<file path="src/rtl/maze_pkg.sv">
// Shared types, coordinates, direction codes and FSM encoding for the maze explorer.
package maze_pkg;

  localparam int MAZE_DIM    = 16;
  localparam int STACK_DEPTH = 256;

  typedef struct packed {
    logic [3:0] x;
    logic [3:0] y;
  } coord_t;

  localparam coord_t START_POS = '{x: 4'd0, y: 4'd0};
  localparam coord_t GOAL_POS  = '{x: 4'(MAZE_DIM - 1), y: 4'(MAZE_DIM - 1)};

  typedef enum logic [1:0] {
    DIR_UP    = 2'b00,
    DIR_RIGHT = 2'b01,
    DIR_LEFT  = 2'b10,
    DIR_DOWN  = 2'b11
  } dir_e;

  typedef enum logic [3:0] {
    IDLE, MARK, PICK, READ, EVAL, PUSH, POP, DONE, FAIL, REPLAY
  } state_e;

  typedef struct packed {
    logic   ok;
    coord_t pos;
  } nbr_t;

  // Neighbour of c in direction d; ok is low when it would leave the grid.
  function automatic nbr_t step(coord_t c, dir_e d);
    nbr_t n;
    n.ok  = 1'b1;
    n.pos = c;
    case (d)
      DIR_UP:    if (c.y == 4'd0) n.ok = 1'b0; else n.pos.y = c.y - 4'd1;
      DIR_RIGHT: if (c.x == 4'(MAZE_DIM - 1)) n.ok = 1'b0; else n.pos.x = c.x + 4'd1;
      DIR_LEFT:  if (c.x == 4'd0) n.ok = 1'b0; else n.pos.x = c.x - 4'd1;
      DIR_DOWN:  if (c.y == 4'(MAZE_DIM - 1)) n.ok = 1'b0; else n.pos.y = c.y + 4'd1;
      default:   n.ok = 1'b0;
    endcase
    return n;
  endfunction

  // Undo a move taken in direction d; always in range because the move was legal.
  function automatic coord_t retreat(coord_t c, dir_e d);
    coord_t r;
    r = c;
    case (d)
      DIR_UP:    r.y = c.y + 4'd1;
      DIR_RIGHT: r.x = c.x - 4'd1;
      DIR_LEFT:  r.x = c.x + 4'd1;
      DIR_DOWN:  r.y = c.y - 4'd1;
      default:   r = c;
    endcase
    return r;
  endfunction

endpackage

</file>
<file path="src/rtl/maze_explorer_if.sv">
// Maze memory bus: explorer drives address/strobes, memory returns the cell value.
interface maze_explorer_if;
  logic       rd;
  logic       wr;
  logic       data_in;
  logic       mem_data;
  logic [3:0] x_pos;
  logic [3:0] y_pos;

  modport master (output rd, wr, x_pos, y_pos, data_in, input mem_data);
  modport slave  (input rd, wr, x_pos, y_pos, data_in, output mem_data);
endinterface

</file>
<file path="src/rtl/path_stack.sv">
// 256x2 direction stack for the DFS path; the indexed read port exists only with MAZE_REPLAY_EN.
module path_stack
  import maze_pkg::*;
(
  input  logic       clk,
  input  logic       rst,
  input  logic       push,
  input  logic       pop,
  input  dir_e       push_dir,
  output dir_e       top_dir,
  output logic [8:0] count
`ifdef MAZE_REPLAY_EN
  ,
  input  logic [7:0] rd_idx,
  output dir_e       rd_dir
`endif
);

  dir_e mem [STACK_DEPTH];

  // NOTE: the storage array is not reset; count alone decides which entries are valid.
  always_ff @(posedge clk) begin
    if (push) mem[count[7:0]] <= push_dir;
  end

  always_ff @(posedge clk) begin
    if (!rst)      count <= '0;
    else if (push) count <= count + 9'd1;
    else if (pop)  count <= count - 9'd1;
  end

  assign top_dir = mem[count[7:0] - 8'd1];

`ifdef MAZE_REPLAY_EN
  assign rd_dir = mem[rd_idx];
`endif

endmodule

</file>
<file path="src/rtl/maze_explorer.sv">
// Depth-first maze solver from (0,0) to (15,15) over an external 16x16 bit map.
// Path replay after success is built only when MAZE_REPLAY_EN is defined.
module maze_explorer
  import maze_pkg::*;
(
  input  logic                  clk,
  input  logic                  rst,
  input  logic                  start,
  input  logic                  run,
  maze_explorer_if.master       bus,
  output logic                  done,
  output logic                  fail,
  output logic [1:0]            move,
  output logic                  move_valid,
  output logic                  replay_done
);

  state_e     state, state_n;
  coord_t     cur, cur_n;
  dir_e       dir, dir_n;
  logic       origin, origin_n;
  logic       push, pop;
  dir_e       top_dir;
  logic [8:0] count;
  nbr_t       nbr;
  coord_t     addr;
  logic       rd_o, wr_o;

`ifdef MAZE_REPLAY_EN
  logic [8:0] idx, idx_n;
  dir_e       rd_dir;
`else
  logic       unused_run;
  assign unused_run = run;
`endif

  path_stack u_stack (
    .clk      (clk),
    .rst      (rst),
    .push     (push),
    .pop      (pop),
    .push_dir (dir),
    .top_dir  (top_dir),
    .count    (count)
`ifdef MAZE_REPLAY_EN
    ,
    .rd_idx   (idx[7:0]),
    .rd_dir   (rd_dir)
`endif
  );

  assign nbr = step(cur, dir);

  // NOTE: state registers use non-blocking assignments so every register sees pre-edge values.
  always_ff @(posedge clk) begin
    if (!rst) begin
      state  <= IDLE;
      cur    <= START_POS;
      dir    <= DIR_UP;
      origin <= 1'b0;
`ifdef MAZE_REPLAY_EN
      idx    <= '0;
`endif
    end else begin
      state  <= state_n;
      cur    <= cur_n;
      dir    <= dir_n;
      origin <= origin_n;
`ifdef MAZE_REPLAY_EN
      idx    <= idx_n;
`endif
    end
  end

  // NOTE: every signal written here gets a default first, so no latch can be inferred.
  always_comb begin
    state_n     = state;
    cur_n       = cur;
    dir_n       = dir;
    origin_n    = origin;
    push        = 1'b0;
    pop         = 1'b0;
    rd_o        = 1'b0;
    wr_o        = 1'b0;
    addr        = cur;
    done        = 1'b0;
    fail        = 1'b0;
    move        = 2'b00;
    move_valid  = 1'b0;
    replay_done = 1'b0;
`ifdef MAZE_REPLAY_EN
    idx_n       = idx;
`endif
    case (state)
      IDLE: if (start) begin
        state_n  = READ;
        cur_n    = START_POS;
        dir_n    = DIR_UP;
        origin_n = 1'b1;
      end
      READ: begin
        // The origin check reads cur itself; every other read probes the neighbour.
        rd_o    = 1'b1;
        if (!origin) addr = nbr.pos;
        state_n = EVAL;
      end
      EVAL: begin
        if (origin) begin
          origin_n = 1'b0;
          state_n  = bus.mem_data ? FAIL : MARK;
        end else if (!bus.mem_data) begin
          state_n = PUSH;
        end else if (dir == DIR_DOWN) begin
          state_n = POP;
        end else begin
          dir_n   = dir_e'(dir + 2'd1);
          state_n = PICK;
        end
      end
      PICK: begin
        if (nbr.ok)                state_n = READ;
        else if (dir == DIR_DOWN)  state_n = POP;
        else                       dir_n   = dir_e'(dir + 2'd1);
      end
      PUSH: begin
        push    = 1'b1;
        cur_n   = nbr.pos;
        state_n = MARK;
      end
      MARK: begin
        wr_o = 1'b1;
        if (cur == GOAL_POS) begin
          state_n = DONE;
        end else begin
          dir_n   = DIR_UP;
          state_n = PICK;
        end
      end
      POP: begin
        if (count == 9'd0) begin
          state_n = FAIL;
        end else begin
          pop     = 1'b1;
          cur_n   = retreat(cur, top_dir);
          dir_n   = dir_e'(top_dir + 2'd1);
          state_n = (top_dir == DIR_DOWN) ? POP : PICK;
        end
      end
      DONE: begin
        done = 1'b1;
`ifdef MAZE_REPLAY_EN
        if (run) begin
          idx_n   = '0;
          state_n = REPLAY;
        end
`endif
      end
      FAIL: fail = 1'b1;
`ifdef MAZE_REPLAY_EN
      REPLAY: begin
        done = 1'b1;
        if (idx == count) begin
          replay_done = 1'b1;
          state_n     = DONE;
        end else begin
          move       = rd_dir;
          move_valid = 1'b1;
          idx_n      = idx + 9'd1;
        end
      end
`endif
      default: state_n = IDLE;
    endcase
  end

  assign bus.rd      = rd_o;
  assign bus.wr      = wr_o;
  assign bus.data_in = wr_o;
  assign bus.x_pos   = addr.x;
  assign bus.y_pos   = addr.y;

endmodule

</file>
<file path="src/flat_wrapper.sv">
// flat-port wrapper written by rule: the top's interface ports become plain ports
module maze_explorer_flat import maze_pkg::*;
  (clk, rst, start, run, done, fail, move, move_valid, replay_done, bus_rd, bus_wr, bus_x_pos, bus_y_pos, bus_data_in, bus_mem_data);
  maze_explorer_if bus_i ();
  input  logic clk;
  input  logic rst;
  input  logic start;
  input  logic run;
  output logic done;
  output logic fail;
  output logic [1:0] move;
  output logic move_valid;
  output logic replay_done;
  output wire logic [$bits(bus_i.rd)-1:0] bus_rd;
  output wire logic [$bits(bus_i.wr)-1:0] bus_wr;
  output wire logic [$bits(bus_i.x_pos)-1:0] bus_x_pos;
  output wire logic [$bits(bus_i.y_pos)-1:0] bus_y_pos;
  output wire logic [$bits(bus_i.data_in)-1:0] bus_data_in;
  input wire logic [$bits(bus_i.mem_data)-1:0] bus_mem_data;
  assign bus_rd = bus_i.rd;
  assign bus_wr = bus_i.wr;
  assign bus_x_pos = bus_i.x_pos;
  assign bus_y_pos = bus_i.y_pos;
  assign bus_data_in = bus_i.data_in;
  assign bus_i.mem_data = bus_mem_data;
  maze_explorer u_core (.clk(clk), .rst(rst), .start(start), .run(run), .bus(bus_i), .done(done), .fail(fail), .move(move), .move_valid(move_valid), .replay_done(replay_done));
endmodule
</file>
<file path="config.mk">
export PLATFORM = sky130hd
export DESIGN_NAME = maze_explorer_flat
export DESIGN_NICKNAME = d
export VERILOG_FILES = /design/src/rtl/maze_pkg.sv /design/src/rtl/maze_explorer_if.sv /design/src/rtl/path_stack.sv /design/src/rtl/maze_explorer.sv /design/src/flat_wrapper.sv
export SDC_FILE = /design/constraint.sdc
export NUM_CORES = 1
export LEC_CHECK = 0
export ABC_CLOCK_PERIOD_IN_PS = 13900
export CAP_MARGIN = 40
export CORE_ASPECT_RATIO = 0.5
export CORE_MARGIN = 2
export CORE_UTILIZATION = 46
export DETAILED_ROUTE_END_ITERATION = 7
export SYNTH_ARGS = -nofsm -noshare
export SYNTH_HDL_FRONTEND = slang
export SYNTH_SLANG_ARGS = --single-unit
export TNS_END_PERCENT = 20
</file>
<file path="constraint.sdc">
create_clock -name clk -period 13.9 [get_ports clk]
set_clock_uncertainty 0.05 [all_clocks]
set_input_delay 2.085 -clock clk [delete_from_list [all_inputs] [get_ports clk]]
set_output_delay 2.085 -clock clk [all_outputs]
set_load 0.005 [all_outputs]
</file>
==> metrics.cfg, run 1 <==
[final_layout]
num_antenna_cells=0
final_net_count=1633
n_fill_cell=4319
drive_above_1_share_pct=16.15
stdcell_area_mm2=0.02644
layout_common_cells=edfxtp_1, nor2_1, mux4_2
layout.cells.non_filler=2348
layout_commonest_cell=edfxtp_1
syn2layout_area_growth_pct=9.903

[drt]
finalWirelength_mm=61.64
post-route-drc-count=0
avgViaCountPerCell=6.174
avgRoutedWirePerCell_um=26.25
drtPass1Iterations=5
first_iter_violations=1810
drtAntennaViolNets=0
dr_total_vias=14496

[yosys]
syn_avg_cell_area_um2=14.77
synthCells=1629
ys_types=85
synth-seq-area-share_pct=65.91
syn_area_mm2=0.02406
synth-async-reset-ratio_pct=0
synth-edff-count=512
synth_flop_cell=edfxtp_1
synth_seq_cells=536
ys_warn_count=0

[place]
hpwl_mm=37.29
place.gp.congestion=0.8764
place_area_mm2=0.02486
numPlacedInstances=2257
portBuffers=16

[status]
outcome=finished clean

[run]
cap_violations=0

[clock_tree]
cts_sinks=536
htreeDepth=2
post-cts-setup-buffer-count=0
clk_latency_ns=0.59
cts_resized=0
cts_tree=built
clockRootBuffer=clkbuf_16
cts_buffers=49
clk_path_buf_depth=3
cts.clk_slew.worst_paths_ns=0.07
postCtsHoldBufs=0

[pwr]
ir_drop_uv=103.3
p_leak_uw=0.007807
totalPowerFinal_uw=4421
power_density_mw_per_mm2=167.2

[die]
start_util_pct=46.42
fp-row-count=59
core_area_mm2=0.05182
die_w_um=327.4
dieArea_mm2=0.05425
ioPinCount=22
dieHeight_um=165.7

[worst_setup_path]
start_kind=flip-flop
cp.arrival_ns=7.08
rr_worst_depth=15
worstSetupPathType=reg2reg
cp-endpoint=u_core.cur[3]$_SDFFE_PN0P_
r2r_slack_ns=7.23
worst_setup_path_end_kind=flip-flop
crit_required_ns=14.32
worstReg2RegEnd=u_core.cur[3]$_SDFFE_PN0P_
startpoint=u_core.u_stack.count[0]$_SDFFE_PN0P_
critPathMaxFanout=54
timing.rr.start=u_core.u_stack.count[0]$_SDFFE_PN0P_

[global_route]
grt_pass1_vias=14450
grt_max_degree=103
groute.usage.overall_pct=22.81
grt_overflow=0
grt_pass1_wl_mm=92.07
antenna_found_initial=0

[sta]
slew_viol_final=0
max_freq_mhz=150.0
setup_violations=0
finalCriticalPeriod_ns=6.666
fin_setup_tns_ns=0
worstMarginPinSlew_ns=0.9514
fin_crit_sh_pct=47.96
hold_viol_final=0
relSlewSlack_pct=36.58
rsz0062_at_grt=false

[min_path]
hp-class=reg2reg

[critical path, cell delays in order, from the launching register on]
cell,delay [ns]
dfxtp_4,0.71
inv_2,0.37
ha_4,0.82
buf_4,0.71
buf_4,0.75
mux2i_1,0.18
mux4_2,0.51
and3_1,0.22
a2111oi_4,0.41
a211oi_1,0.23
a21o_1,0.29
a211oi_4,0.48
mux2i_1,0.24
a211oi_1,0.07
a2111o_1,0.30
o211a_1,0.13
[power breakdown]
group	internal, uW	switching (uW)
Combinational	420	717
Sequential	1890	70.9
Clock	732	591
Total	3040	1380
[cells in the mapped netlist (18+ instances only)]
| cell type | number | area (um^2) |
|---|---|---|
| buf_2 | 26 | 130.1 |
| nor3_1 | 18 | 90.09 |
| edfxtp_1 | 512 | 15370 |
| a21oi_1 | 34 | 170.2 |
| mux2i_1 | 43 | 430.4 |
| nor2_1 | 297 | 1115 |
| nand2_1 | 107 | 401.6 |
| ha_1 | 19 | 237.7 |
| clkbuf_1 | 70 | 262.8 |
| nand4_1 | 19 | 118.9 |
| mux4_2 | 120 | 2703 |
| nand3_1 | 47 | 235.2 |
| dfxtp_1 | 24 | 480.5 |
[routing by layer]
metal,track usage [%],vias up,wire length [um]
li1,-,6220,-
met1,33.24,7454,25980
met2,35.10,729,28280
met3,4.743,93,5824
met4,6.043,0,1563
met5,0,-,0
[logic make-up after synthesis]
logic type | synth area share (%)
AO/OA/AOI/OAI | 5.357
adder cells (fa/ha/maj) | 1.071
other | 0.01559
flip-flops | 65.91
multiplexers | 13.26
XOR/XNOR | 0.9050
buffers and inverters | 2.881
AND/OR/NAND/NOR | 10.60
[how the worst min path moves through the flow]
| stage | depth (start not counted) | slack [ns] | from | to |
|---|---|---|---|---|
| after floorplan | 2 | 0.43 | u_core.u_stack.count[8]$_SDFFE_PN0P_ | u_core.u_stack.count[8]$_SDFFE_PN0P_ |
| after global placement | 2 | 0.45 | u_core.u_stack.count[8]$_SDFFE_PN0P_ | u_core.u_stack.count[8]$_SDFFE_PN0P_ |
| after detailed placement | 2 | 0.46 | u_core.u_stack.count[8]$_SDFFE_PN0P_ | u_core.u_stack.count[8]$_SDFFE_PN0P_ |
| after CTS | 2 | 0.49 | u_core.u_stack.count[8]$_SDFFE_PN0P_ | u_core.u_stack.count[8]$_SDFFE_PN0P_ |
| after global routing | 2 | 0.52 | u_core.u_stack.count[8]$_SDFFE_PN0P_ | u_core.u_stack.count[8]$_SDFFE_PN0P_ |
| final | 2 | 0.49 | u_core.u_stack.count[8]$_SDFFE_PN0P_ | u_core.u_stack.count[8]$_SDFFE_PN0P_ |
[state kept, by name, indices dropped and copies added, names as in the netlist]
name,cells
u_core.cur,8
u_core.u_stack.mem,512
u_core.dir,2
u_core.u_stack.count,9
u_core.origin,1
u_core.state,4
[stage by stage]
stage	setup slack, ns	util (%)	hold WS, ns
detailed placement	7.254	47.97	0.4619
global route	6.863	51.02	0.5200
global placement	7.313	47.73	0.4501
floorplan	6.720	-	0.4305
CTS	7.238	50.96	0.4873
finish	7.234	51.02	0.4941
[cell type report]
cell class,instances,area [um^2],area share [%]
repair buffers,52,521.8,1.973
inverters,18,67.56,0.2556
well taps,701,877.1,3.318
multi-input cells,951,7555,28.58
clock buffers,67,1335,5.050
clock inverters,23,215.2,0.8140
flip-flops and latches,536,15870,60.01
Power figures use the tool's default switching activity.
==> run 2: changes to the inputs <==
--- a/config.mk
+++ b/config.mk
@@ -5,7 +5,7 @@
 export SDC_FILE = /design/constraint.sdc
 export NUM_CORES = 1
 export LEC_CHECK = 0
-export ABC_CLOCK_PERIOD_IN_PS = 13900
+export ABC_CLOCK_PERIOD_IN_PS = 6550
 export CAP_MARGIN = 40
 export CORE_ASPECT_RATIO = 0.5
 export CORE_MARGIN = 2
==> constraint.sdc (replaced) <==
create_clock -name clk -period 6.55 [get_ports clk]
set_clock_uncertainty 0.05 [all_clocks]
set_input_delay 0.9825 -clock clk [delete_from_list [all_inputs] [get_ports clk]]
set_output_delay 0.9825 -clock clk [all_outputs]
set_load 0.005 [all_outputs]
==> run 2 against run 1 <==
  * Combinational power rose by 110%
  * Maximum frequency rose by 26%
  * Non-clock buffer count rose by 6
  * Final area rose by 0.18%
  * Global-route usage rose by 0.22 points
  * Largest cell class unchanged
  * Sequential power rose by 110%
  * Final cell count rose by 0.21%
  * Critical path type unchanged
  * Power rose by 110%
==> metrics.cfg, run 2 (synthesis results as in run 1) <==
[status]
outcome=finished clean

[worst_setup_path]
timing.rr.start=u_core.u_stack.count[0]$_SDFFE_PN0P_
worst_setup_path_end_kind=flip-flop
start_kind=flip-flop
worstSetupPathType=reg2reg
r2r_slack_ns=1.28
path_cells=inv_2, ha_4, or3b_1, xnor2_2, buf_4, a2111oi_0, o41ai_1, o31ai_1, a32o_2, a211oi_4, mux2i_1, a211oi_1, a2111o_1, o211a_1
cp.arrival_ns=5.70
cp_slowest_cell=or3b_1
crit_required_ns=6.97
rr_worst_depth=14
startpoint=u_core.u_stack.count[0]$_SDFFE_PN0P_
critPathMaxFanout=24
cpPeakStageDelay_ns=0.66
worstReg2RegEnd=u_core.cur[3]$_SDFFE_PN0P_
cp_top_family=compound AO/OA/AOI/OAI gates
crit_buf_inv=2

[place]
place_ws_ns=1.438
place.gp.congestion=0.8761
portBuffers=16
hpwl_mm=39.30

[drt]
finalWirelength_mm=62.17
avgRoutedWirePerCell_um=26.42
dr_total_vias=14403
first_iter_violations=1860
post-route-drc-count=0
drtPass1Iterations=5
avgViaCountPerCell=6.121
drtAntennaViolNets=0

[clock_tree]
cts_buffers=49
clk_latency_ns=0.59
post-cts-setup-buffer-count=0
htreeDepth=2
clk_path_buf_depth=3
cts.clk_slew.worst_paths_ns=0.07
cts_sinks=536
clockRootBuffer=clkbuf_16
postCtsHoldBufs=0
cts_tree=built
cts_resized=0

[sta]
finalCriticalPeriod_ns=5.274
slew_viol_final=0
worstMarginPinSlew_ns=0.9682
fin_crit_sh_pct=80.52
hold_ws_ns=0.4653
hold_viol_final=0
fin_setup_tns_ns=0
setup_slack_ns=1.276
setup_violations=0
relSlewSlack_pct=35.45
max_freq_mhz=189.6
rsz0062_at_grt=false

[global_route]
grt_max_degree=110
grt_pass1_vias=14491
grt_pass1_wl_mm=92.86
groute.usage.overall_pct=23.02
grt_overflow=0
antenna_found_initial=2

[min_path]
hold_start=u_core.u_stack.count[8]$_SDFFE_PN0P_
min_to=u_core.u_stack.count[8]$_SDFFE_PN0P_
whs_path_depth=2
hp-class=reg2reg

[final_layout]
n_fill_cell=4315
drive_above_1_share_pct=16.55
layout_commonest_cell=edfxtp_1
layout_common_cells=edfxtp_1, nor2_1, mux4_2
syn2layout_area_growth_pct=10.11
final_net_count=1639
largest_register_ffs=512

[run]
cap_violations=0

[pwr]
power_density_mw_per_mm2=354.6
ir_drop_uv=207.8
p_leak_uw=0.007847
totalPowerFinal_uw=9393

[die]
die_w_um=327.4
ioPinCount=22
dieArea_mm2=0.05425
dieHeight_um=165.7
start_util_pct=46.42
fp-row-count=59
core_area_mm2=0.05182

==> run 2: cell count changes in the layout (fill, tap and decap cells not counted), moves of 2 or more <==
cell / before / now
clkinv_2: 7 / 12
clkbuf_8: 2 / 0
clkinv_1: 9 / 15
diode_2: 0 / 2
buf_4: 27 / 30
clkinv_4: 2 / 0
clkbuf_1: 15 / 5
==> run 2: worst register-to-register path, stage by stage, from the launching register on <==
cell and delay (ns):
dfxtp_4 0.44, inv_2 0.39, ha_4 0.35, or3b_1 0.67, xnor2_2 0.25, buf_4 0.38
a2111oi_0 0.18, o41ai_1 0.59, o31ai_1 0.34, a32o_2 0.36, a211oi_4 0.44, mux2i_1 0.24
a211oi_1 0.08, a2111o_1 0.31, o211a_1 0.12
==> run 2: per-stage QoR <==
step	std cells	cell area, um^2	util [%]
floorplan	1632	24070	-
CTS	2351	26480	51.10
global placement	2252	24780	47.81
finish	2353	26490	51.11
detailed placement	2264	24970	48.19
global route	2351	26480	51.10
==> run 2: how the worst max path moves through the flow <==
| stage | slack [ns] | cells after the start | to |
|---|---|---|---|
| final | 1.28 | 14 | u_core.cur[3]$_SDFFE_PN0P_ |
| after global routing | 1.17 | 14 | u_core.cur[3]$_SDFFE_PN0P_ |
| after detailed placement | 1.44 | 14 | u_core.cur[3]$_SDFFE_PN0P_ |
| after CTS | 1.43 | 14 | u_core.cur[3]$_SDFFE_PN0P_ |
| after global placement | 1.18 | 14 | u_core.cur[3]$_SDFFE_PN0P_ |
| after floorplan | 0.47 | 6 | bus_x_pos[1] |
==> run 2: area by class of cell <==
type / instances / area [um^2] / share of cell area (%)
multi-input cells: 951 / 7555 / 28.52
flip-flops and latches: 536 / 15870 / 59.90
clock buffers: 54 / 1245 / 4.700
repair buffers: 58 / 606.8 / 2.291
clock inverters: 33 / 264.0 / 0.9967
diodes: 2 / 5.005 / 0.01890
inverters: 18 / 67.56 / 0.2551
well taps: 701 / 877.1 / 3.311
==> run 2: power by group <==
| group | internal [uW] | switching [uW] | leakage (uW) |
|---|---|---|---|
| combinational | 904 | 1520 | 0.00256 |
| clock | 1530 | 1250 | 0.000747 |
| sequential | 4010 | 176 | 0.00454 |
| total | 6440 | 2950 | 0.00785 |
==> run 2: per-layer routing <==
layer | track usage (%) | wire [um] | vias up
met4 | 6.921 | 1652 | 0
met2 | 34.42 | 27810 | 695
li1 | - | - | 6216
met3 | 6.156 | 6725 | 120
met1 | 33.18 | 25980 | 7372
met5 | 0 | 0 | -
